--- src/rtl/uart_pkg.sv ---
// rtl/uart_pkg.sv - shared types and constants for the UART receive path
// Contents: rx_state_t receiver FSM states, oversampling constants,
// IOBUS addresses of the data/status ports, divider helper.
package uart_pkg;

  typedef enum logic [2:0] {
    IDLE,
    START,
    DATA,
    STOP,
    WAIT_IDLE
  } rx_state_t;

  localparam int OVERSAMPLE = 16;
  localparam int MID_SAMPLE = 8;

  localparam logic [31:0] UART_RX_DATA_AD = 32'h1100_0020;
  localparam logic [31:0] UART_RX_STAT_AD = 32'h1100_0024;

  // Clocks per oversample tick, rounded to nearest, never below 1.
  function automatic int calc_div(input int clk_freq, input int baud);
    int d;
    d = (clk_freq + baud * (OVERSAMPLE / 2)) / (baud * OVERSAMPLE);
    return (d < 1) ? 1 : d;
  endfunction

endpackage

--- src/rtl/sync_fifo.sv ---
// rtl/sync_fifo.sv - synchronous first-word-fall-through FIFO
// Ports: clk, rst (sync active-high); wr/wdata push request; rd pop request;
// rdata head entry (0 when empty); empty, full status; wr_ok = push accepted.
module sync_fifo #(
  parameter int WIDTH = 8,
  parameter int DEPTH = 8
) (
  input  logic             clk,
  input  logic             rst,
  input  logic             wr,
  input  logic [WIDTH-1:0] wdata,
  input  logic             rd,
  output logic [WIDTH-1:0] rdata,
  output logic             empty,
  output logic             full,
  output logic             wr_ok
);

  localparam int AW = $clog2(DEPTH);

  // Pointers carry one extra wrap bit so full and empty are distinguishable.
  logic [AW:0]      wptr;
  logic [AW:0]      rptr;
  logic [WIDTH-1:0] mem [DEPTH];
  logic             do_rd;
  logic             do_wr;

  assign empty = (wptr == rptr);
  assign full  = (wptr[AW] != rptr[AW]) && (wptr[AW-1:0] == rptr[AW-1:0]);
  assign do_rd = rd && !empty;
  // A full FIFO still accepts a push when the head leaves in the same cycle.
  assign do_wr = wr && (!full || do_rd);
  assign wr_ok = do_wr;
  assign rdata = empty ? '0 : mem[rptr[AW-1:0]];

  always_ff @(posedge clk) begin
    if (do_wr) begin
      mem[wptr[AW-1:0]] <= wdata;
    end
  end

  always_ff @(posedge clk) begin
    if (rst) begin
      wptr <= '0;
      rptr <= '0;
    end else begin
      if (do_wr) wptr <= wptr + 1'b1;
      if (do_rd) rptr <= rptr + 1'b1;
    end
  end

endmodule

--- src/rtl/uart_rx_fifo_ctrl.sv ---
// rtl/uart_rx_fifo_ctrl.sv - 8N1 UART receiver with receive FIFO and sticky errors
// Ports: CLK, RST (sync active-high); Rx serial input (idle high);
// rd pops the FIFO head; clr_err clears sticky flags; dout FWFT head byte;
// valid/full FIFO status; frame_err, overrun sticky errors; intr push pulse.
module uart_rx_fifo_ctrl
  import uart_pkg::*;
#(
  parameter int CLK_FREQ   = 100_000_000,
  parameter int BAUD       = 115200,
  parameter int FIFO_DEPTH = 8
) (
  input  logic       CLK,
  input  logic       RST,
  input  logic       Rx,
  input  logic       rd,
  input  logic       clr_err,
  output logic [7:0] dout,
  output logic       valid,
  output logic       full,
  output logic       frame_err,
  output logic       overrun,
  output logic       intr
);

  localparam int DIV = calc_div(CLK_FREQ, BAUD);
  localparam int DW  = (DIV > 1) ? $clog2(DIV) : 1;

  logic [1:0]    sync;
  logic          rx_s;
  logic [DW-1:0] div_cnt;
  logic          tick;
  rx_state_t     state;
  logic [3:0]    tick_cnt;
  logic [2:0]    bit_idx;
  logic [7:0]    shreg;
  logic          start_edge;
  logic          push;
  logic          push_ok;
  logic          empty;

  assign rx_s       = sync[1];
  assign tick       = (div_cnt == DW'(DIV - 1));
  assign start_edge = (state == IDLE) && !rx_s;
  // Push strobe: last tick of the stop bit with the line high.
  assign push       = (state == STOP) && tick &&
                      (tick_cnt == 4'(OVERSAMPLE - 1)) && rx_s;
  assign valid      = !empty;

  always_ff @(posedge CLK) begin
    if (RST) sync <= 2'b11;
    else     sync <= {sync[0], Rx};
  end

  // Restarting on the start edge phase-aligns all samples to that edge.
  always_ff @(posedge CLK) begin
    if (RST || start_edge || tick) div_cnt <= '0;
    else                           div_cnt <= div_cnt + 1'b1;
  end

  always_ff @(posedge CLK) begin
    if (RST) begin
      state     <= IDLE;
      tick_cnt  <= '0;
      bit_idx   <= '0;
      shreg     <= '0;
      frame_err <= 1'b0;
      overrun   <= 1'b0;
      intr      <= 1'b0;
    end else begin
      intr <= push_ok;
      // Clear first so a coincident new error below takes precedence.
      if (clr_err) begin
        frame_err <= 1'b0;
        overrun   <= 1'b0;
      end
      if (push && !push_ok) overrun <= 1'b1;

      case (state)
        IDLE: begin
          if (!rx_s) begin
            state    <= START;
            tick_cnt <= '0;
          end
        end
        START: begin
          if (tick) begin
            if (tick_cnt == 4'(MID_SAMPLE - 1)) begin
              tick_cnt <= '0;
              bit_idx  <= '0;
              state    <= rx_s ? IDLE : DATA;
            end else begin
              tick_cnt <= tick_cnt + 4'd1;
            end
          end
        end
        DATA: begin
          if (tick) begin
            if (tick_cnt == 4'(OVERSAMPLE - 1)) begin
              tick_cnt <= '0;
              shreg    <= {rx_s, shreg[7:1]};
              bit_idx  <= bit_idx + 3'd1;
              if (bit_idx == 3'd7) state <= STOP;
            end else begin
              tick_cnt <= tick_cnt + 4'd1;
            end
          end
        end
        STOP: begin
          if (tick) begin
            if (tick_cnt == 4'(OVERSAMPLE - 1)) begin
              tick_cnt <= '0;
              if (rx_s) begin
                state <= IDLE;
              end else begin
                frame_err <= 1'b1;
                state     <= WAIT_IDLE;
              end
            end else begin
              tick_cnt <= tick_cnt + 4'd1;
            end
          end
        end
        WAIT_IDLE: begin
          if (rx_s) state <= IDLE;
        end
        default: state <= IDLE;
      endcase
    end
  end

  sync_fifo #(
    .WIDTH(8),
    .DEPTH(FIFO_DEPTH)
  ) u_fifo (
    .clk  (CLK),
    .rst  (RST),
    .wr   (push),
    .wdata(shreg),
    .rd   (rd),
    .rdata(dout),
    .empty(empty),
    .full (full),
    .wr_ok(push_ok)
  );

endmodule
--- config.mk ---
export PLATFORM = sky130hd
export DESIGN_NAME = uart_rx_fifo_ctrl
export DESIGN_NICKNAME = d
export VERILOG_FILES = /design/src/rtl/uart_pkg.sv /design/src/rtl/sync_fifo.sv /design/src/rtl/uart_rx_fifo_ctrl.sv
export SDC_FILE = /design/constraint.sdc
export NUM_CORES = 1
export LEC_CHECK = 0
export ABC_CLOCK_PERIOD_IN_PS = 3700
export CAP_MARGIN = 20
export CORE_AREA = 4 4 109 111
export DETAILED_ROUTE_END_ITERATION = 16
export DIE_AREA = 0 0 113 115
export MAX_ROUTING_LAYER = met4
export SLEW_MARGIN = 20
export SYNTH_ARGS = -nofsm -noshare
export SYNTH_HDL_FRONTEND = slang
export SYNTH_HIERARCHICAL = 1
export SYNTH_SLANG_ARGS = --single-unit
--- constraint.sdc ---
create_clock -name CLK -period 3.7 [get_ports CLK]
set_input_delay 0.37 -clock CLK [delete_from_list [all_inputs] [get_ports CLK]]
set_output_delay 0.37 -clock CLK [all_outputs]
set_load 0.02 [all_outputs]
==> run summary <==
The arrival time at the worst endpoint came out at 2.63 ns. The standby leakage power is 1.63 nW. The total design power came out at 1.97 mW. Once the floorplan was initialized, standard cells occupied between 40 and 50% of the core. The number of synthesized register bits came out at approximately 100.

IR analysis of the VDD net gives a maximum drop of 0.000205 V. The hold violation count in the final report is 0. The final worst clock skew is 0.00904 ns. The sum of net half-perimeters after detailed placement came out at 5.30 mm. Setup violations remaining at the end of the flow were counted as 0.

The worst register-to-register path ends at u_fifo/mem[4][7]. The maximum net fanout on the critical path is 9. The synthesized netlist cell count is 330. After clock tree synthesis, the clock-pin slew on the worst setup and hold paths is 0.09 ns. The number of global-route vias before repair is about 2,600. The average cell area after synthesis is 13.4 um^2. The total via count after detailed routing came out at 2,600. The worst max-slew margin expressed relative to the limit is 43.3%. After layout, the minimum clock period comes to 3.00 ns.

The distinct cell type count after synthesis is 54. The utilization of the core after routing is 45.9%. The worst path uses 81.2% of the clock period. The average vias per placed instance came out at ~5.2. The die outline width came out at 113 um.

The worst register-to-register path has a depth of 6. The worst flop-to-flop path startpoint is state[1]. The number of buffers inserted to repair setup after CTS is 0. 18 I/O pins were placed. The max-slew violation total from the final report came to 0. The number of antenna diodes in the final layout is 0. The count of max-cap constraint violations came out at 0. Based on the critical path, the design can be clocked at up to 0.333 GHz. The share of layout cells above drive strength 1 is 16.8%. The power density over the cells is ~400 nW/um^2. Entering global routing, the biggest net connects 40 pins. The critical path goes through buf_4, mux4_2, mux2i_1, nor2_1, clkdlybuf4s50_1. edfxtp_1 takes more of the synthesized area than any other cell. In the post-synthesis netlist, the biggest area contributors are edfxtp_1 43%, dfxtp_1 18%, mux4_2 8.1%, nor2_1 2.5%, a21oi_1 2.5%.

The area of combinational cells with multiple inputs came out at around 1600 um^2. The post-detailed-routing wire length is 8.00 mm. The Yosys warning count is 6. Once detail routing completed, the nets flagged for antenna violations numbered 0. Leaving out fill and tap cells, the most frequent cell in the layout is edfxtp_1. The total iterations of the first detailed-routing run is 6. The aggregate negative setup slack came out at 0 ns. The number of hold buffers added after CTS was 0. The number of DRC markers after the initial detailed-route iteration came out at 105. Setup repair after global routing left no endpoint under its margin. The clock sink count is 104. The signed area change from the synthesized netlist to the final layout came out at 12.1%. Sequential elements use 61.6% of the synthesized area. The first-pass GRT wire length came out at 13.3 mm. The height of the chip came out at approximately 120 um. STA classifies the critical path endpoint as an output pin. For this run, the total global-route usage over all layers was measured as a little over an eighth. The core region is 10,800 um^2. The library cells used most frequently in the layout, excluding fill and tap cells, are 64 x edfxtp_1, 40 x dfxtp_1, 30 x nor2_1, 22 x a21oi_1, 20 x nand2_1. The worst setup path is launched from a flip-flop. The flow ran to the end, and the final reports show no timing, DRC or antenna violations. The required time of the critical path is 3.33 ns. The total congestion overflow after global routing is 0. The longest clock path from root to sink contains 2 buffers.

The H-tree level count is 3. The post-place setup slack came out at 1.05 ns. The number of placement rows came out at 38. The final net count is 365. The number of antenna violations at the first check in global routing is 0. The class of the tightest hold or removal check is flip-flop to flip-flop. The setup slack of the worst register-to-register path came out at 1.13 ns. Along the worst hold path, the cell count comes to 1. The mapped cell area is 4420 um^2. The TritonCTS buffer count is 9.

The number of DRC violations after detailed routing came out at 0. Fill cells in the final layout number 965. Dividing the detail-routed wire length by the instance count gives 16.1 um.

The hold slack is 0.417 ns. The actual transition at the worst max-transition pin came out at 0.844 ns. The clock latency on the worst-skew pair is 0.36 ns. Registers take approximately 2700 um^2. The largest individual stage delay along the critical path comes from the cell dfxtp_1. The number of nets handed over by synthesis was 342. The fraction of post-synthesis cell area in the top cell type by area came out at 43.5%.

The post-cts resize count came out at 0. In this run the most critical hold path is launched from sync[0]. The setup slack of the critical path after layout is 0.697 ns. The die area is 13,000 um^2. The count of port buffers added during placement is 17. TritonCTS built the clock tree.

In this run the clock root is driven by a clkbuf_8. The highest cell delay on the worst timing path came out at 0.69 ns. The destination of the worst hold path is sync[1].

The critical path is of the flip-flop to output pin type. The final estimated routing congestion in global placement came out at around 0.8.
routing by layer:
metal	up-vias	GRT usage, %	part of all wire [%]
met4	0	2.96	0.83
met1	1284	16.4	45
met2	34	22.6	51
met3	6	4.26	3.6
met5	-	-	0
li1	1276	-	-
state kept, by name (all words and copies together), names as in the netlist, 3 cells and up, named ones only:
| name | cells |
|---|---|
| state | 3 |
| tick_cnt | 4 |
| u_fifo/mem | 64 |
| shreg | 8 |
| u_fifo/wptr | 4 |
| u_fifo/rptr | 4 |
| div_cnt | 6 |
| bit_idx | 3 |
cells by family (layout without fill, tap and decap cells):
kind of cell | count (synthesis) | in the layout | share of synthesized area, %
AOI/OAI and AO/OA | 42 | 42 | 6.45
xor gates and xnor gates | 13 | 13 | 2.74
adders and majority gates | 7 | 7 | 1.98
buffers and inverters | 25 | 53 | 2.55
DFF | 104 | 104 | 61.6
muxes | 28 | 28 | 11.0
and+or+nand+nor | 111 | 111 | 13.7
synthesized netlist by cell type, drive strengths merged:
cell type  number
a32o            2
ha              7
mux2i          10
clkbuf          8
nor4b           1
and3b           1
a22oi           2
o211ai          1
nand2b          7
and3            1
nand3b          1
a211o           1
mux4           16
a31o            1
o41ai           1
mux2            2
inv             9
nor4            4
or3             2
edfxtp         64
o32ai           1
xnor2           6
nand2          20
o21ai           7
nor4bb          1
nor2           30
buf             8
or2             5
a2111oi         1
a21oi          22
xor2            7
a31oi           1
dfxtp          40
nor3            7
nor2b           6
nand3          13
nand4b          2
o311ai          1
and4b           1
or4             4
nand4           5
a311oi          1
layout make-up:
type | instances | share of cell area [%]
Multi-Input combinational cell | 201 | 32.0
Clock inverter | 6 | 0.959
Clock buffer | 10 | 2.78
Tap cell | 140 | 3.53
Inverter | 9 | 0.681
Timing Repair Buffer | 28 | 5.10
Sequential cell | 104 | 54.9
how the worst max path moves through the flow:
stage / end / slack, ns / cells after the start
2_1_floorplan: u_fifo/mem[0][0] / 0.97 / 6
3_3_place_gp: dout[3] / 1.09 / 5
3_5_place_dp: dout[3] / 1.05 / 5
4_1_cts: dout[3] / 0.64 / 5
5_1_grt: dout[0] / 0.48 / 5
6_report: dout[3] / 0.70 / 5
through the flow:
step / std cells / cell area [um^2]
CTS: 498 / 4960
global route: 498 / 4960
detailed placement: 482 / 4770
finish: 498 / 4960
floorplan: 330 / 4420
global placement: 482 / 4770
power by group:
group | switching (mW) | leakage [nW] | internal [mW] | total, mW
Sequential | 0.0207 | 0.916 | 1.22 | 1.24
Combinational | 0.0472 | 0.625 | 0.0353 | 0.0825
Clock | 0.378 | 0.0937 | 0.270 | 0.648
critical path, delay by kind of cell (launching register included):
kind,cells,cell delay [ns]
buf+inv,2,0.84
flops,1,0.69
mux,2,0.67
simple gates,1,0.06
(Power assumes the default switching activity.)
